--- src/rtl/mult_cell_pkg.sv ---
// mult_cell_pkg: shared definitions for the pipelined multiply cell.
//   - op_e           : operation encoding (low half / high half variants)
//   - is_signed_a/b  : operand signedness decode per operation
//   - legality bounds for DATA_W and PIPE_STAGES
package mult_cell_pkg;

    typedef enum logic [1:0] {
        OP_MUL    = 2'b00,   // low half, sign-agnostic
        OP_MULXUU = 2'b01,   // high half, unsigned x unsigned
        OP_MULXSU = 2'b10,   // high half, signed src1 x unsigned src2
        OP_MULXSS = 2'b11    // high half, signed x signed
    } op_e;

    localparam int DATA_W_MIN      = 8;
    localparam int DATA_W_MAX      = 64;
    localparam int PIPE_STAGES_MIN = 1;
    localparam int PIPE_STAGES_MAX = 4;

    function automatic logic is_signed_a(input op_e op);
        return (op == OP_MULXSU) || (op == OP_MULXSS);
    endfunction

    function automatic logic is_signed_b(input op_e op);
        return (op == OP_MULXSS);
    endfunction

endpackage

--- src/rtl/mult_pipe_stage.sv ---
// mult_pipe_stage: one valid/ready register slice with a generic payload.
//   clk, reset_n          : clock, async active-low reset
//   flush                 : clears the valid bit at the next edge
//   in_valid/in_ready     : upstream handshake (in_ready = slice can advance)
//   in_data               : payload captured when advancing with valid input
//   out_valid/out_ready   : downstream handshake
//   out_data              : registered payload
module mult_pipe_stage
    import mult_cell_pkg::*;
#(
    parameter int W = 8
) (
    input  logic         clk,
    input  logic         reset_n,
    input  logic         flush,
    input  logic         in_valid,
    output logic         in_ready,
    input  logic [W-1:0] in_data,
    output logic         out_valid,
    input  logic         out_ready,
    output logic [W-1:0] out_data
);

    logic         valid_q;
    logic [W-1:0] data_q;

    // Slice may take new data when empty or when its content leaves this cycle.
    assign in_ready  = !valid_q || out_ready;
    assign out_valid = valid_q;
    assign out_data  = data_q;

    always_ff @(posedge clk or negedge reset_n) begin
        if (!reset_n) begin
            valid_q <= 1'b0;
            data_q  <= '0;
        end else if (flush) begin
            valid_q <= 1'b0;
        end else if (in_ready) begin
            valid_q <= in_valid;
            // Data only loads with a real operation so a drained slice keeps
            // its last value (deterministic result when out_valid is low).
            if (in_valid)
                data_q <= in_data;
        end
    end

endmodule

--- src/rtl/mult_cell_pipe.sv ---
// mult_cell_pipe: pipelined DATA_W x DATA_W integer multiply cell.
//   clk, reset_n          : clock, async active-low reset
//   in_valid/in_ready     : operation handshake (in_ready combinational
//                           from out_ready and flush)
//   op, src1, src2        : operation select and operands
//   flush                 : cancels every in-flight operation
//   out_valid/out_ready   : result handshake
//   result                : selected product half (last-stage register)
//   busy                  : any stage holds a valid operation
// Build option: MULT_CELL_HI_EN enables the high-half operations; without
// it only the low half is built and op is ignored.
module mult_cell_pipe
    import mult_cell_pkg::*;
#(
    parameter int DATA_W      = 32,
    parameter int PIPE_STAGES = 2
) (
    input  logic              clk,
    input  logic              reset_n,
    input  logic              in_valid,
    output logic              in_ready,
    input  logic [1:0]        op,
    input  logic [DATA_W-1:0] src1,
    input  logic [DATA_W-1:0] src2,
    input  logic              flush,
    output logic              out_valid,
    input  logic              out_ready,
    output logic [DATA_W-1:0] result,
    output logic              busy
);

    localparam int H = DATA_W / 2;

    if (DATA_W < DATA_W_MIN || DATA_W > DATA_W_MAX || (DATA_W % 2) != 0 ||
        PIPE_STAGES < PIPE_STAGES_MIN || PIPE_STAGES > PIPE_STAGES_MAX) begin : g_bad_param
        $error("mult_cell_pipe: illegal DATA_W/PIPE_STAGES");
    end

    // Operands split into half-width chunks: src = {hi, lo}.
    logic [H-1:0] al, ah, bl, bh;
    assign al = src1[H-1:0];
    assign ah = src1[DATA_W-1:H];
    assign bl = src2[H-1:0];
    assign bh = src2[DATA_W-1:H];

`ifdef MULT_CELL_HI_EN
    // Signed extension to DATA_W+1 bits means a = a_u - s_a*2^W. Modulo 2^2W
    // the signed product is a_u*b_u - 2^W*(s_a*b_u + s_b*a_u), so the sign
    // handling collapses into one correction subtracted from the high half.
    typedef struct packed {
        op_e               op;
        logic [DATA_W-1:0] ll, lh, hl, hh, corr;
    } pp_t;
`else
    // Low half only needs lo*lo fully and the low chunks of the cross terms.
    typedef struct packed {
        logic [DATA_W-1:0] ll;
        logic [H-1:0]      lh, hl;
    } pp_t;
`endif

    localparam int PP_W = $bits(pp_t);

    pp_t [PIPE_STAGES-1:0] pl;     // pl[0] combinational, pl[i] = stage i-1 out
    pp_t                   pp_in;
    logic [PIPE_STAGES-1:0] vld, rdy;
    logic [DATA_W-1:0]      sum_res;

`ifdef MULT_CELL_HI_EN
    always_comb begin
        pp_in      = '0;
        pp_in.op   = op_e'(op);
        pp_in.ll   = DATA_W'(al) * DATA_W'(bl);
        pp_in.lh   = DATA_W'(al) * DATA_W'(bh);
        pp_in.hl   = DATA_W'(ah) * DATA_W'(bl);
        pp_in.hh   = DATA_W'(ah) * DATA_W'(bh);
        pp_in.corr = (is_signed_a(op_e'(op)) ? src2 : '0) +
                     (is_signed_b(op_e'(op)) ? src1 : '0);
    end

    // Final addition feeds the last stage. Bits above 2W cannot reach result.
    logic [2*DATA_W-1:0] prod;
    always_comb begin
        prod = {{DATA_W{1'b0}}, pl[PIPE_STAGES-1].ll}
             + {{H{1'b0}}, pl[PIPE_STAGES-1].lh, {H{1'b0}}}
             + {{H{1'b0}}, pl[PIPE_STAGES-1].hl, {H{1'b0}}}
             + {pl[PIPE_STAGES-1].hh, {DATA_W{1'b0}}}
             - {pl[PIPE_STAGES-1].corr, {DATA_W{1'b0}}};
        sum_res = (pl[PIPE_STAGES-1].op == OP_MUL) ? prod[DATA_W-1:0]
                                                   : prod[2*DATA_W-1:DATA_W];
    end
`else
    logic unused_op;
    assign unused_op = ^op;

    always_comb begin
        pp_in    = '0;
        pp_in.ll = DATA_W'(al) * DATA_W'(bl);
        pp_in.lh = al * bh;        // truncates to the low chunk
        pp_in.hl = ah * bl;
    end

    assign sum_res = pl[PIPE_STAGES-1].ll +
                     {pl[PIPE_STAGES-1].lh + pl[PIPE_STAGES-1].hl, {H{1'b0}}};
`endif

    assign pl[0] = pp_in;

    for (genvar i = 0; i < PIPE_STAGES; i++) begin : g_stage
        logic s_in_valid, s_out_ready;

        if (i == 0) begin : g_first
            assign s_in_valid = in_valid;
        end else begin : g_mid
            assign s_in_valid = vld[i-1];
        end

        if (i == PIPE_STAGES-1) begin : g_last
            assign s_out_ready = out_ready;
            mult_pipe_stage #(.W(DATA_W)) u_stage (
                .clk       (clk),
                .reset_n   (reset_n),
                .flush     (flush),
                .in_valid  (s_in_valid),
                .in_ready  (rdy[i]),
                .in_data   (sum_res),
                .out_valid (vld[i]),
                .out_ready (s_out_ready),
                .out_data  (result)
            );
        end else begin : g_pp
            assign s_out_ready = rdy[i+1];
            mult_pipe_stage #(.W(PP_W)) u_stage (
                .clk       (clk),
                .reset_n   (reset_n),
                .flush     (flush),
                .in_valid  (s_in_valid),
                .in_ready  (rdy[i]),
                .in_data   (pl[i]),
                .out_valid (vld[i]),
                .out_ready (s_out_ready),
                .out_data  (pl[i+1])
            );
        end
    end

    assign in_ready  = rdy[0] && !flush;
    assign out_valid = vld[PIPE_STAGES-1];
    assign busy      = |vld;

endmodule

--- config.mk ---
export PLATFORM = sky130hd
export DESIGN_NAME = mult_cell_pipe
export DESIGN_NICKNAME = d
export VERILOG_FILES = /design/src/rtl/mult_cell_pkg.sv /design/src/rtl/mult_pipe_stage.sv /design/src/rtl/mult_cell_pipe.sv
export SDC_FILE = /design/constraint.sdc
export NUM_CORES = 1
export LEC_CHECK = 0
export ABC_AREA = 1
export BUFFER_PORTS_ARGS = -buffer_cell sky130_fd_sc_hd__buf_2
export CORE_MARGIN = 3
export CORE_UTILIZATION = 65
export CTS_CLUSTER_DIAMETER = 80
export CTS_CLUSTER_SIZE = 12
export DETAILED_ROUTE_END_ITERATION = 7
export HOLD_SLACK_MARGIN = 0.15
export PLACE_DENSITY = 0.86
export SLEW_MARGIN = 20
export SYNTH_ARGS = -nofsm -noshare
export SYNTH_HDL_FRONTEND = slang
export SYNTH_SLANG_ARGS = --single-unit
export TNS_END_PERCENT = 10
--- constraint.sdc ---
create_clock -name clk -period 6 [get_ports clk]
set_input_delay 0.6 -clock clk [delete_from_list [all_inputs] [get_ports clk]]
set_output_delay 0.6 -clock clk [all_outputs]
set_load 0.02 [all_outputs]
Word-level counts from Yosys, hierarchy flattened --
Index checks and enable logic that the tools add are counted.
Word-level totals: input bits 71, output and inout port bits 35, latch bits 0, memories 0, register bits 98, RAM bits 0, bits in read-only memories 0, word-level logic and storage cells 25
Operators by class: muxes and demuxes 4, reduce and logical (&&, ||, !) cells 11, add/subtract/negate cells 2, equal/unequal tests 0, divide/modulo/power cells 0, shift operators 0, order comparisons 0, multipliers 3, bitwise logic cells 1
Operators by type and width (count):
- $add A32 B32 Y32 | 1
- $mul A16 B16 Y16 | 2
- $mul A16 B16 Y32 | 1
- $add A16 B16 Y16 | 1
- $reduce_and A3 Y1 | 2
- $mux W1 | 4
- $reduce_bool A2 Y1 | 2
- $logic_not A1 Y1 | 3
- $logic_or A1 B1 Y1 | 2
- $reduce_or A2 Y1 | 1
- $logic_and A1 B1 Y1 | 1
- $not A1 Y1 | 1

Depth between registers and ports, before layout --
depth after elaboration 5, gate-level depth with buffers 32, depth with buffers taken out 30

Hierarchy --
From an unflattened synthesis, not the netlist that was laid out.
Second synthesis, totals: cells, all modules 3076, area, all modules 22994.6 um^2
By module, submodules not included:
- mult_cell_pipe | area an instance 18725.5 um^2, times used 1, seq. area each 0.0 um^2, cells an instance 2649
- mult_pipe_stage (g_stage[0].g_pp.u_stage) | area an instance 2942.8 um^2, times used 1, seq. area each 1626.6 um^2, cells an instance 283
- mult_pipe_stage (g_stage[1].g_last.u_stage) | area an instance 1326.3 um^2, times used 1, seq. area each 825.8 um^2, cells an instance 144

Least setup slack after synthesis --
No wires, ideal clock.
path kind input-to-reg, start input src1[7], end register g_stage[0].g_pp.u_stage.data_q[59], data arrival time 5666 ps, slack 216 ps, setup time 118 ps, stages 24, required time 5882 ps, path buffers 2, cell sequence clkbuf_1 clkbuf_1 nand2_1 fa_1 inv_1 fa_1 inv_1 fa_1 inv_1 fa_1 fa_1 inv_1 fa_1 inv_1 ha_1 a21o_1 a21oi_1 nand2_1 nand2_1 nand3_1 a21o_2 or2_1 nand3_1 nand2_1
Between the ends: longest elaborated chain between the ends 1
RTL lines:
- start: declaration | line mult_cell_pipe.sv:23 | input logic [DATA_W-1:0] src1,
- $mul A16 B16 Y32 | line mult_cell_pipe.sv:98 | pp_in.ll = DATA_W'(al) * DATA_W'(bl);
- end signal: assignment | line mult_pipe_stage.sv:43 | data_q <= in_data;
- end: declaration | line mult_pipe_stage.sv:25 | logic [W-1:0] data_q;
No other way between the ends. A chain may end at the register's enable or synchronous reset.

Final worst setup path --
start input src2[1], end register g_stage[0].g_pp.u_stage.data_q[15]
Between the ends: longest elaborated chain between the ends 1
RTL lines:
- start: declaration | line mult_cell_pipe.sv:24 | input logic [DATA_W-1:0] src2,
- $mul A16 B16 Y16 | line mult_cell_pipe.sv:100 | pp_in.hl = ah * bl;
No other way between the ends.

==> out/results.ini <==
[status]
outcome = finished, final reports clean

[cts]
cts_post_setup_buffers_inserted = 0
cts_tree = done
clkSlewWorstSetupHoldPaths_ns = 0.07
clkSinkCount = 98
clk_latency_ns = 0.34
post_cts_hold_buffer_count = 0
cts_max_path_buffers = 2
cts-root-buf = sky130_fd_sc_hd__clkbuf_16
cts-htree-levels = 3
postCtsResizedCells = 0
cts-buffers-inserted = 9

[critical_path]
worst-r2r-cell-count = 14
timing.rr.start = g_stage[0].g_pp.u_stage.out_data[0]$_DFFE_PN0P_
worst_path_max_delay_cell = sky130_fd_sc_hd__fa_1
critPathRequiredTime_ns = 6.22
path_max_fanout = 18
worst_ep_arrival_time_ns = 6.04
critical_path.max_stage_delay_ns = 0.56
r2r_end = g_stage[1].g_last.u_stage.out_data[29]$_DFFE_PN0P_
end_kind = flop
ff2ff_setup_slack_ns = 2.52
criticalPathCategory = in -> reg
list_of_cells_traversed_by_the_critical_path = buf_2, buf_4, nand2_1, fa_1, inv_1, fa_1, inv_1, fa_1, fa_1, inv_1, fa_1, inv_1, fa_1, inv_1, ha_1, nand2_1, nor3_1, nand2_1, o2111ai_1, a31o_2, nand3_1, nand3_1, nand2_1
worstSetupStartpointType = input port
worst_path_most_repeated_cell = sky130_fd_sc_hd__fa_1

[timing]
timing.final.crit_share_pct = 97.0
timing.fmax_mhz = 172
worst-slew-pin-transition_ns = 0.861
setup_viol_count_final = 0
grt_setup_unrepaired = no
timing.slew.headroom_pct = 42.5
slew_viol_final = 0
finalCriticalPeriod_ns = 5.82
setup_total_negative_slack_ns = 0
finalClockSkew_ns = 0.00938
final-hold-violation-count = 0

[route]
vias_per_cell = 5.45
initialDrtViolationCount = 1417
post-route-drc-count = 0
drt-pass1-iter-count = 7
detailroute.via_count = 19100
route.layer.met1.wl_um = 22300
wl_um = 55400
met3_wire_length_um = 5110
ant_nets = 0
wl_per_cell_um = 15.8
highest_metal_used = met4
routed-wl-met2_um = 26200

[grt]
maximum_number_of_pins_on_one_net_before_global_route_repair = 80
wire_length_of_the_first_global_routing_pass_um = 94300
first_global_vias = 20000
grt.overflow.total = 0
grt_antenna_before_repair = 0
track_usage_pct = 32.0

[logic_synthesis]
synth.area.mux_share_pct = 0
synthesis.nets = 3658
synth.avg_cell_area_um2 = 7.39
synth_top_family_by_area = adder cells
synth_xor_area_share_pct = 2.73
number_of_synthesis_warnings = 0
synth_compound_gate_area_share_pct = 5.47
seq_area_frac_synth_pct = 11.1
netlist_area_um2 = 22200
synthCells = 2999
count_of_different_cell_masters_after_synthesis = 43
flip_flop_and_latch_count_after_synthesis = 98
synth_simple_gate_area_share_pct = 19.9
synthDominantCellAreaShare_pct = 32.1
synth_adder_area_share_pct = 45.2
ys_top_cells_by_area = sky130_fd_sc_hd__fa_1 32%, sky130_fd_sc_hd__nand2_1 16%, sky130_fd_sc_hd__inv_1 13%, sky130_fd_sc_hd__ha_1 13%, sky130_fd_sc_hd__dfrtp_1 11%
post-synth-top-area-cell = sky130_fd_sc_hd__fa_1

[final_layout]
area_growth_pct = 6.39
finish.utilization_pct = 71.4
nets = 3710
final_layout_size_suffix_gt1_share_pct = 6.64
insertedDiodeCount = 0

[place]
gp_congestion = 0.954
place.port_buffers = 103
detailedPlacementHpwl_um = 45700

[floorplanning]
coreArea_um2 = 33000
dieArea_um2 = 36400
rows = 66
start_util_pct = 67.1
io_pins = 106
fp.dieW_um = 191
die_h_um = 191

[worst_hold_path]
holdCritPathClass = in -> async

[run]
maxCapViolations = 0

area by class of cell:
cell class / count / area [um2]
repair buffers: 163 / 1040
clock buffers: 10 / 239
flip-flops and latches: 98 / 2450
clock inverters: 5 / 67.6
well taps: 442 / 553
multi-input cells: 1994 / 16300
inverters: 785 / 2950
fillers: 2522 / 9450
routing by layer:
metal	vias up	GRT usage [%]
met5	-	0
met4	0	10.5
met3	159	6.03
met2	910	53.5
met1	9143	42.3
li1	8852	-
synth_stat cells:
cell type / count
sky130_fd_sc_hd__a211oi_1: 1
sky130_fd_sc_hd__a21boi_1: 4
sky130_fd_sc_hd__a21o_1: 10
sky130_fd_sc_hd__a21o_2: 1
sky130_fd_sc_hd__a21oi_1: 81
sky130_fd_sc_hd__a21oi_2: 2
sky130_fd_sc_hd__a221oi_1: 1
sky130_fd_sc_hd__a31o_2: 2
sky130_fd_sc_hd__a31oi_1: 11
sky130_fd_sc_hd__and3_1: 1
sky130_fd_sc_hd__buf_1: 11
sky130_fd_sc_hd__buf_2: 17
sky130_fd_sc_hd__buf_4: 6
sky130_fd_sc_hd__clkbuf_1: 88
sky130_fd_sc_hd__clkinv_1: 1
sky130_fd_sc_hd__dfrtp_1: 98
sky130_fd_sc_hd__fa_1: 356
sky130_fd_sc_hd__ha_1: 232
sky130_fd_sc_hd__inv_1: 778
sky130_fd_sc_hd__inv_2: 6
sky130_fd_sc_hd__nand2_1: 931
sky130_fd_sc_hd__nand2_2: 3
sky130_fd_sc_hd__nand3_1: 84
sky130_fd_sc_hd__nand3b_1: 6
sky130_fd_sc_hd__nand4_1: 8
sky130_fd_sc_hd__nor2_1: 63
sky130_fd_sc_hd__nor3_1: 8
sky130_fd_sc_hd__nor3_2: 1
sky130_fd_sc_hd__nor4_1: 1
sky130_fd_sc_hd__o2111ai_1: 1
sky130_fd_sc_hd__o211ai_1: 2
sky130_fd_sc_hd__o21a_1: 2
sky130_fd_sc_hd__o21ai_0: 66
sky130_fd_sc_hd__o21ai_1: 15
sky130_fd_sc_hd__o21ai_2: 3
sky130_fd_sc_hd__o21bai_1: 7
sky130_fd_sc_hd__o22ai_1: 2
sky130_fd_sc_hd__o31ai_1: 5
sky130_fd_sc_hd__or2_0: 2
sky130_fd_sc_hd__or2_1: 8
sky130_fd_sc_hd__or2_2: 5
sky130_fd_sc_hd__xnor2_1: 31
sky130_fd_sc_hd__xor2_1: 38
layout by cell type (no fill, tap or decap), types with 2 or more instances in the layout:
master                        n
sky130_fd_sc_hd__inv_6        3
sky130_fd_sc_hd__clkbuf_4     9
sky130_fd_sc_hd__nor2_1      63
sky130_fd_sc_hd__o31ai_1      5
sky130_fd_sc_hd__buf_4       57
sky130_fd_sc_hd__nand2_1    930
sky130_fd_sc_hd__clkbuf_16    9
sky130_fd_sc_hd__o22ai_1      2
sky130_fd_sc_hd__buf_2       93
sky130_fd_sc_hd__xnor2_1     31
sky130_fd_sc_hd__a31oi_1     11
sky130_fd_sc_hd__or2_0        2
sky130_fd_sc_hd__a21oi_1     81
sky130_fd_sc_hd__o21ai_1     15
sky130_fd_sc_hd__fa_1       356
sky130_fd_sc_hd__nand4_1      8
sky130_fd_sc_hd__ha_1       231
sky130_fd_sc_hd__nand3b_1     6
sky130_fd_sc_hd__buf_12       4
sky130_fd_sc_hd__a21o_1      10
sky130_fd_sc_hd__dfrtp_1     98
sky130_fd_sc_hd__xor2_1      38
sky130_fd_sc_hd__nand2_2      4
sky130_fd_sc_hd__o211ai_1     2
sky130_fd_sc_hd__a31o_2       2
sky130_fd_sc_hd__nor3_1       8
sky130_fd_sc_hd__o21bai_1     7
sky130_fd_sc_hd__or2_1        8
sky130_fd_sc_hd__inv_1      778
sky130_fd_sc_hd__a21boi_1     4
sky130_fd_sc_hd__o21ai_2      3
sky130_fd_sc_hd__or2_2        5
sky130_fd_sc_hd__o21ai_0     66
sky130_fd_sc_hd__o21a_1       2
sky130_fd_sc_hd__nand3_1     84
sky130_fd_sc_hd__inv_2        6
metrics by stage:
stage / instance area, um2 / instances / setup WS [ns] / hold slack (ns)
final: 23600 / 3497 / 0.181 / 0.193
after global routing: 23600 / 3497 / 0.00198 / 0.221
after CTS: 23500 / 3497 / 0.277 / 0.209
after detailed placement: 23200 / 3482 / -0.0692 / 0.457
after global placement: 23200 / 3482 / 0.0692 / 0.457
after floorplan: 22200 / 2999 / 0.216 / 0.304
worst max-delay path: cells and delay by family:
kind                     cells  cell delay [ns]
AND/OR/NAND/NOR              7             0.95
buffers and inverters        7             0.97
AO/OA/AOI/OAI                2             0.26
adder cells (fa/ha/maj)      7             3.24
cells by family (layout without fill, tap and decap cells):
family | Yosys count | in the layout
simple gates | 1121 | 1121
fa+ha+maj | 588 | 588
compound gates | 216 | 216
xor+xnor | 69 | 69
flops | 98 | 98
buf+inv | 907 | 963
worst max-delay path by stage:
stage / from / endpoint / slack, ns / cells after the start
4_1_cts: src2[1] / g_stage[0].g_pp.u_stage.out_data[15]$_DFFE_PN0P_ / 0.28 / 23
3_5_place_dp: src1[8] / g_stage[0].g_pp.u_stage.out_data[58]$_DFFE_PN0P_ / -0.07 / 21
5_1_grt: src2[4] / g_stage[0].g_pp.u_stage.out_data[60]$_DFFE_PN0P_ / 0.002 / 27
2_1_floorplan: src1[7] / g_stage[0].g_pp.u_stage.out_data[59]$_DFFE_PN0P_ / 0.22 / 24
6_report: src2[1] / g_stage[0].g_pp.u_stage.out_data[15]$_DFFE_PN0P_ / 0.18 / 23
3_3_place_gp: src1[8] / g_stage[0].g_pp.u_stage.out_data[58]$_DFFE_PN0P_ / 0.07 / 21
state kept, by name, indices dropped and copies added (netlist names):
signal,flops
g_stage.g_last.u_stage.out_data,32
g_stage.g_pp.u_stage.out_data,64
g_stage.g_pp.u_stage.out_valid,1
g_stage.g_last.u_stage.out_valid,1
Power is not shown: default switching activity piles up to over one toggle a cycle in this logic, so the estimate is an artifact.
